`src/rtl/rf_pkg.sv`:
```
// Shared constants and helpers for the reg_file_sb register file.
package rf_pkg;

    // Read port indices and count
    localparam int RD_A   = 0;
    localparam int RD_B   = 1;
    localparam int NUM_RD = 2;

    // True when an address names a real entry (matters only for non power-of-2 depths)
    function automatic logic addr_in_range(input int unsigned addr, input int unsigned depth);
        return addr < depth;
    endfunction

endpackage

```
`src/rtl/rf_read_port.sv`:
```
// One handshaked read port: grant, write-to-read bypass and registered output.
module rf_read_port
    import rf_pkg::*;
#(
    parameter int DATA_W = 16,
    parameter int DEPTH  = 4,
    parameter int ADDR_W = 2
) (
    input  logic              clk,
    input  logic              reset,
    input  logic              clr_i,
    input  logic              req_i,
    input  logic [ADDR_W-1:0] addr_i,
    input  logic              pend_i,
    input  logic [DATA_W-1:0] mem_data_i,
    input  logic              mem_valid_i,
    input  logic              wr_en_i,
    input  logic [ADDR_W-1:0] wr_addr_i,
    input  logic [DATA_W-1:0] wr_data_i,
    output logic              gnt_o,
    output logic              valid_o,
    output logic [DATA_W-1:0] data_o,
    output logic              hit_o
);

    logic              wr_match;
    logic              in_range;
    logic              valid_q, valid_d;
    logic [DATA_W-1:0] data_q, data_d;
    logic              hit_q, hit_d;

    assign wr_match = wr_en_i && (wr_addr_i == addr_i);
    assign in_range = addr_in_range(32'(addr_i), DEPTH);
    assign gnt_o    = req_i && (!pend_i || wr_match) && !reset;

    // Next read result: bypass a same-cycle write, blank on clear or out-of-range address
    always_comb begin
        valid_d = gnt_o;
        data_d  = '0;
        hit_d   = 1'b0;
        if (gnt_o && !clr_i && in_range) begin
            if (wr_match) begin
                data_d = wr_data_i;
                hit_d  = 1'b1;
            end else begin
                data_d = mem_data_i;
                hit_d  = mem_valid_i;
            end
        end
    end

    // Output register; reset drops any in-flight read
    always_ff @(posedge clk) begin
        if (reset) begin
            valid_q <= 1'b0;
            data_q  <= '0;
            hit_q   <= 1'b0;
        end else begin
            valid_q <= valid_d;
            data_q  <= data_d;
            hit_q   <= hit_d;
        end
    end

    assign valid_o = valid_q;
    assign data_o  = data_q;
    assign hit_o   = hit_q;

endmodule

```
`src/rtl/reg_file_sb.sv`:
```
// Register file with per-entry pending scoreboard and two independent read ports.
module reg_file_sb
    import rf_pkg::*;
#(
    parameter  int DATA_W = 16,
    parameter  int DEPTH  = 4,
    localparam int ADDR_W = $clog2(DEPTH)
) (
    input  logic              clk,
    input  logic              reset,
    input  logic              clr,
    input  logic              wr_en,
    input  logic [ADDR_W-1:0] wr_addr,
    input  logic [DATA_W-1:0] wr_data,
    input  logic              rsv_en,
    input  logic [ADDR_W-1:0] rsv_addr,
    input  logic              rd_req_a,
    input  logic [ADDR_W-1:0] rd_addr_a,
    output logic              rd_gnt_a,
    output logic              rd_valid_a,
    output logic [DATA_W-1:0] rd_data_a,
    output logic              rd_hit_a,
    input  logic              rd_req_b,
    input  logic [ADDR_W-1:0] rd_addr_b,
    output logic              rd_gnt_b,
    output logic              rd_valid_b,
    output logic [DATA_W-1:0] rd_data_b,
    output logic              rd_hit_b,
    output logic              err
);

    logic [DATA_W-1:0] mem_q [DEPTH];
    logic [DEPTH-1:0]  valid_q;
    logic [DEPTH-1:0]  pend_q;
    logic              err_q, err_d;

    logic              wr_ok, rsv_ok;
    logic              rd_req   [NUM_RD];
    logic [ADDR_W-1:0] rd_addr  [NUM_RD];
    logic              rd_ok    [NUM_RD];
    logic              rd_pend  [NUM_RD];
    logic [DATA_W-1:0] rd_mdata [NUM_RD];
    logic              rd_mval  [NUM_RD];
    logic              rd_gnt   [NUM_RD];
    logic              rd_valid [NUM_RD];
    logic [DATA_W-1:0] rd_data  [NUM_RD];
    logic              rd_hit   [NUM_RD];

    assign wr_ok  = addr_in_range(32'(wr_addr), DEPTH);
    assign rsv_ok = addr_in_range(32'(rsv_addr), DEPTH);

    assign rd_req[RD_A]  = rd_req_a;
    assign rd_addr[RD_A] = rd_addr_a;
    assign rd_req[RD_B]  = rd_req_b;
    assign rd_addr[RD_B] = rd_addr_b;

    for (genvar p = 0; p < NUM_RD; p++) begin : g_rd
        assign rd_ok[p]    = addr_in_range(32'(rd_addr[p]), DEPTH);
        assign rd_pend[p]  = rd_ok[p] ? pend_q[rd_addr[p]]  : 1'b0;
        assign rd_mdata[p] = rd_ok[p] ? mem_q[rd_addr[p]]   : '0;
        assign rd_mval[p]  = rd_ok[p] ? valid_q[rd_addr[p]] : 1'b0;

        rf_read_port #(
            .DATA_W (DATA_W),
            .DEPTH  (DEPTH),
            .ADDR_W (ADDR_W)
        ) u_port (
            .clk         (clk),
            .reset       (reset),
            .clr_i       (clr),
            .req_i       (rd_req[p]),
            .addr_i      (rd_addr[p]),
            .pend_i      (rd_pend[p]),
            .mem_data_i  (rd_mdata[p]),
            .mem_valid_i (rd_mval[p]),
            .wr_en_i     (wr_en),
            .wr_addr_i   (wr_addr),
            .wr_data_i   (wr_data),
            .gnt_o       (rd_gnt[p]),
            .valid_o     (rd_valid[p]),
            .data_o      (rd_data[p]),
            .hit_o       (rd_hit[p])
        );
    end

    assign rd_gnt_a   = rd_gnt[RD_A];
    assign rd_valid_a = rd_valid[RD_A];
    assign rd_data_a  = rd_data[RD_A];
    assign rd_hit_a   = rd_hit[RD_A];
    assign rd_gnt_b   = rd_gnt[RD_B];
    assign rd_valid_b = rd_valid[RD_B];
    assign rd_data_b  = rd_data[RD_B];
    assign rd_hit_b   = rd_hit[RD_B];

    // Sticky error: any write, reserve or granted read aimed past the last entry
    always_comb begin
        err_d = err_q;
        if ((wr_en && !wr_ok) || (rsv_en && !rsv_ok) ||
            (rd_gnt[RD_A] && !rd_ok[RD_A]) || (rd_gnt[RD_B] && !rd_ok[RD_B])) begin
            err_d = 1'b1;
        end
    end

    // Storage and scoreboard; reserve is applied after write so it wins on pending
    always_ff @(posedge clk) begin
        if (reset || clr) begin
            for (int i = 0; i < DEPTH; i++) begin
                mem_q[i] <= '0;
            end
            valid_q <= '0;
            pend_q  <= '0;
            err_q   <= 1'b0;
        end else begin
            if (wr_en && wr_ok) begin
                mem_q[wr_addr]   <= wr_data;
                valid_q[wr_addr] <= 1'b1;
                pend_q[wr_addr]  <= 1'b0;
            end
            if (rsv_en && rsv_ok) begin
                pend_q[rsv_addr] <= 1'b1;
            end
            err_q <= err_d;
        end
    end

    assign err = err_q;

endmodule

```
`config.mk`:
```
export PLATFORM = sky130hd
export DESIGN_NAME = reg_file_sb
export DESIGN_NICKNAME = d
export VERILOG_FILES = /design/src/rtl/rf_pkg.sv /design/src/rtl/rf_read_port.sv /design/src/rtl/reg_file_sb.sv
export SDC_FILE = /design/constraint.sdc
export NUM_CORES = 1
export LEC_CHECK = 0
export CAP_MARGIN = 40
export CORE_ASPECT_RATIO = 1.5
export CORE_MARGIN = 2
export CORE_UTILIZATION = 45
export CTS_BUF_LIST = sky130_fd_sc_hd__clkbuf_4 sky130_fd_sc_hd__clkbuf_8
export DETAILED_ROUTE_END_ITERATION = 12
export GPL_ROUTABILITY_DRIVEN = 1
export PLACE_DENSITY_LB_ADDON = 0.12
export SLEW_MARGIN = 20
export SYNTH_ARGS = -nofsm -noshare
export SYNTH_HDL_FRONTEND = slang
export SYNTH_HIERARCHICAL = 1
export SYNTH_SLANG_ARGS = --single-unit
```
`constraint.sdc`:
```
create_clock -name clk -period 2.4 [get_ports clk]
set_input_delay 0.72 -clock clk [delete_from_list [all_inputs] [get_ports clk]]
set_output_delay 0.72 -clock clk [all_outputs]
set_load 0.02 [all_outputs]
```
* Word-level counts from Yosys, hierarchy flattened
Memory sizes are Yosys's and may differ from the RTL's. A register that Yosys moved wholly into a read port is not among the register bits.
Cells that the tools add are included.
** Operators by class
- Magnitude comparators :: 6
- Equal/unequal tests :: 2
- Mux-type cells :: 25
- Bitwise logic cells :: 6
- Reduce and logical (&&, ||, !) cells :: 20
** Operators by type and width (number)
- two-way mux 16 bit :: 1
- OR reduction 16 bit :: 1
- two-way mux 1 bit :: 14
- less-than comparator 2 x 3 -> 1 bit (second input constant) :: 4
- two-way mux 4 bit :: 3
- logical AND 1 bit :: 10
- binary-select mux 1 bit (select 2 bit) :: 4
- OR 4 bit :: 2
- AND 4 bit :: 1
- demux 1 bit (select 2 bit) :: 2
- == test 2 bit :: 2
- greater-or-equal comparator 2 x 1 -> 1 bit (second input constant) :: 2
- zero test 1 bit :: 4
- inverter 4 bit :: 1
- OR reduction 2 bit :: 2
- logical OR 1 bit :: 3
- two-way mux 2 bit :: 1
- inverter 1 bit :: 2
** Word-level totals
- Register bits after elaboration :: 12
- Memory bits (writable) :: 64
- Input port bits :: 31
- Output and inout bits :: 39
- Logic and storage cells :: 66
- Memories kept :: 1
** Memory list
- mem_q :: depth 4, bits a word 16, read ports 2, clocked after Yosys merged registers in 2, write ports 4, RTL line reg_file_sb.sv:32 : logic [DATA_W-1:0] mem_q [DEPTH];

* Logic depth before layout (Yosys ltp)
Gate-level depths: netlist of run 1.
- Depth after elaboration :: 10
- Mapped depth :: 5
- Depth with buffers taken out :: 3

* Hierarchy
The synthesis of run 1 kept the hierarchy.
** By module, submodules not included
- reg_file_sb :: instances 1, cells each 218, area each 3647.2 µm², sequential area each 2082.0 µm²
- rf_read_port :: instances 2, cells each 81, area each 832.0 µm², sequential area each 360.3 µm²

* Worst setup path before layout of run 1
No wires, ideal clock.
- Path type :: input to output
- Start :: in rd_addr_a[0]
- End :: out rd_gnt_a
- Arrival :: 1965 ps
- Data required time :: 1680 ps
- Slack :: -285 ps
- Stages on the path :: 4
- Buffers on the path :: 2
- Cells stage by stage :: buf_6 mux4_2 clkbuf_1 a21oi_1
** RTL lines
- start: declaration :: RTL line reg_file_sb.sv:18 : input logic [ADDR_W-1:0] rd_addr_a,
- end: declaration :: RTL line reg_file_sb.sv:19 : output logic rd_gnt_a,

==> results summary, run 1 <==
The run finished with clean final reports. Setup repair after global routing left no endpoint under its margin. The post-synthesis net count came out at 411. The post-route netlist has 23.4% of its cells at a drive strength greater than 1. The hold violation total from the final report came out at 0. Between clock sinks in the finished design, the worst skew comes to 0.0112 ns. In the synthesized netlist, the cells that appear most often are sky130_fd_sc_hd__edfxtp_1 (64), sky130_fd_sc_hd__and3_1 (45), sky130_fd_sc_hd__dfxtp_1 (44).

The worst setup path is captured at an output port. At the worst endpoint, the required time is 1.68 ns. Global routing consumed, over all layers together, 20.9% of the routing resources. For this configuration, the core starts out at a cell density of 46.1%. The core region area is 11,500 sq um. The count of vias placed by the detailed router came out at 3,487.

The y dimension of the die is 137 microns. The Yosys step of the flow raised 6 warnings. The number of distinct library cells after synthesis came out at 33. The number of flip-flops and latches in the synthesized netlist came out at 108. The number of antenna violations at the first check in global routing is 0. The cell accounting for the most synthesized area is sky130_fd_sc_hd__edfxtp_1. The number of buffers created by CTS came out at 9.

For this run, design rule violations remaining after detail routing come to 0. For this block, the initial DRC count from the detailed router was 207. The worst-case headroom to the max-slew limit came out at 66.2%.

The average cell area after synthesis came out at 14.0 sq um. Post-CTS timing repair inserted 0 buffers for setup. In this run the clock root is driven by a sky130_fd_sc_hd__clkbuf_8. The first-pass GRT wire length is 19.4 mm.

The worst hold path belongs to the class register to register. The wire length reported by the detailed router came out at 12.8 mm. The mean routed wirelength per cell came out at 20.7 microns. IR analysis of the VDD net gives a maximum drop of 0.396 mV.

The clock insertion delay at the later pin of the skew report is 0.37 ns. The register clock-pin slew on the reported worst setup and hold paths came out at 0.10 ns. The antenna diode count came out at 0.

The die footprint came out at 12,700 sq um. In the post-synthesis netlist, the biggest area contributors are sky130_fd_sc_hd__edfxtp_1 (36%), sky130_fd_sc_hd__dfxtp_1 (17%), sky130_fd_sc_hd__mux4_2 (15%). The average vias per placed instance is 5.62. The standard-cell row count came out at 48. Clock tree synthesis found a total of 108 sinks.

The post-synthesis instance area came out at 5310 sq um. In this run the static leakage power is 2.69 nW. The clock period could shrink to 2.37 ns. The number of buffers on the longest clock path is 2. In this run the most critical hold path is launched from valid_q[1]$_SDFFE_PP0P_. The number of input and output port buffers inserted is 68.

At the end of the flow, the number of nets in the layout was 496. Summing all placed instances gives a cell area of 6290 sq um. The synthesized design devotes to its leading area cell type 36.2% of total area.

Entering global routing, the biggest net connects 30 pins. The cell area power density is 593 nW/um^2. The final critical path takes up 98.8% of the cycle. The setup slack after layout came out at 0.0284 ns.

The horizontal extent of the die is 92.7 microns. The number of levels the H-tree was split into is 3. The post-route cell area is 6520 sq um. The kind of critical path is primary input to output port. The sort of element at the start of the critical path is a primary input. The count of pins over their slew limit is 0.

The post-detailed-placement half-perimeter wirelength came out at 8.07 mm. Among all flip-flop cells after synthesis, the most frequent one is sky130_fd_sc_hd__edfxtp_1. The length of the first detailed-routing pass in iterations came out at 5. The number of endpoints failing setup at the final stage is 0. The worst hold path terminates at valid_q[1]$_SDFFE_PP0P_. The number of I/O pins came out at 70.

The setup TNS came out at 0 ns. The worst register-to-register path ends at g_rd[0].u_port/data_o[2]$_SDFF_PP0_. The worst hold margin is 0.511 ns. The register-to-register setup slack came out at 0.83 ns. The final estimated routing congestion in global placement is 0.766.

The number of hold buffers added after cts is 0. The synthesized instance count came out at 380. Along the worst hold path, the cell count comes to 1. After global routing the overflow that remains totals 0. STA puts the critical path data arrival time at 1.65 ns. Of all flip-flops after synthesis, the portion carrying an async set or reset was 0%.

After filler insertion, the fill cell instance count of the layout stands at 1,001. In the post-synthesis netlist, the cell with the most instances is sky130_fd_sc_hd__edfxtp_1. The synthesized design contains 64 enable-type register cells. The depth of the worst register-to-register path came out at 4. At the placement stage, the worst setup path has a slack of -0.880 ns. The number of nets with antenna violations after routing is 0. For the pin with the worst max-slew slack, the measured transition is 0.501 ns. The share of the Yosys chip area taken by registers is 52.8%.

The startpoint of the lowest-slack register-to-register path is pend_q[3]$_SDFF_PP0_. The area growth from synthesis to layout is 22.8%. TritonCTS built the clock tree. The via count of the first global-routing pass is 3,586. Timing would allow up to 422 MHz.

The tool flagged a number of max-cap violations equal to 0. The maximum fanout encountered on the critical timing path came out at 2.
==> metal layers <==
metal	part of all wire, %	GRT usage, %
met2	56	40.7
met4	1.3	6.86
met5	0	0
met1	37	22.8
met3	5.5	3.58
==> through the flow <==
stage / cells / utilization (%) / total power [mW]
3_3_place_gp: 604 / 54.6 / 2.65
3_5_place_dp: 604 / 54.6 / 2.66
4_1_cts: 620 / 56.5 / 3.89
5_1_grt: 620 / 56.6 / 3.99
2_1_floorplan: 380 / - / 2.44
6_report: 620 / 56.6 / 3.87
==> how the worst max path moves through the flow <==
| stage | start | end | slack [ns] | cells past startpoint |
|---|---|---|---|---|
| final | rd_addr_a[0] | rd_gnt_a | 0.03 | 4 |
| after global routing | rd_addr_a[0] | rd_gnt_a | 0.0005 | 4 |
| after CTS | reset | rd_gnt_a | 0.004 | 4 |
| after detailed placement | rd_addr_a[0] | rd_gnt_a | -0.88 | 4 |
| after global placement | rd_addr_a[0] | rd_gnt_a | -0.88 | 4 |
| after floorplan | rd_addr_a[0] | rd_gnt_a | -0.09 | 4 |
==> layout make-up <==
cell class / count / area (sq um) / area share (%)
inverters: 1 / 3.75 / 0.0575
multi-input cells: 239 / 2290 / 35.1
repair buffers: 106 / 1010 / 15.6
flip-flops and latches: 108 / 2800 / 43.0
clock buffers: 12 / 153 / 2.34
clock inverters: 4 / 73.8 / 1.13
well taps: 150 / 188 / 2.88
==> flip-flops by register name (all words and copies together) (netlist names) <==
name	cells
g_rd.u_port/data_o	32
g_rd.u_port/hit_o	2
g_rd.u_port/valid_o	2
mem_q	64
pend_q	4
valid_q	4
==> cells by family (layout without fill, tap and decap cells) <==
kind of cell	Yosys count	count (layout)	share of synthesized area, %
other	1	1	0.0706
multiplexers	68	68	21.3
buffers and inverters	33	123	4.90
AO/OA/AOI/OAI	14	14	1.81
flip-flops	108	108	52.8
AND/OR/NAND/NOR	152	152	18.5
XOR/XNOR	4	4	0.660
==> cells in the final DEF (no fill, tap or decap), drive strengths merged, types with 4 or more instances in the layout <==
master / instances
nand3b: 33
edfxtp: 64
nand2b: 5
dfxtp: 44
mux2i: 32
nand2: 33
a21oi: 4
buf: 42
nor3b: 4
mux4: 36
clkdlybuf4s50: 59
and2: 16
clkbuf: 12
xnor2: 4
dlygate4sd2: 5
and3: 49
o21a: 4
==> what timing repair did <==
action                     in CTS  in global routing
setup endpoints to repair       2                  1
pin swaps                       3                  0
resized for setup              27                  2
==> worst max-delay path, stage by stage <==
cell and delay (ns):
sky130_fd_sc_hd__buf_2 0.10, sky130_fd_sc_hd__mux4_2 0.54, sky130_fd_sc_hd__a21oi_4 0.16, sky130_fd_sc_hd__buf_6 0.13
==> where the power goes <==
part	leakage (nW)	internal, mW	switching [mW]
Sequential	1.06	2.05	0.0369
Clock	0.117	0.641	0.609
Combinational	1.51	0.267	0.261
Total	2.69	2.96	0.908
Note: power is estimated with default switching activity, not from simulation.
==> run 2, diff against run 1 <==
SLEW_MARGIN = not set   (was 20)
==> results of run 2 <==
Same layout as run 1: the final DEF is identical, and so are final timing and power.
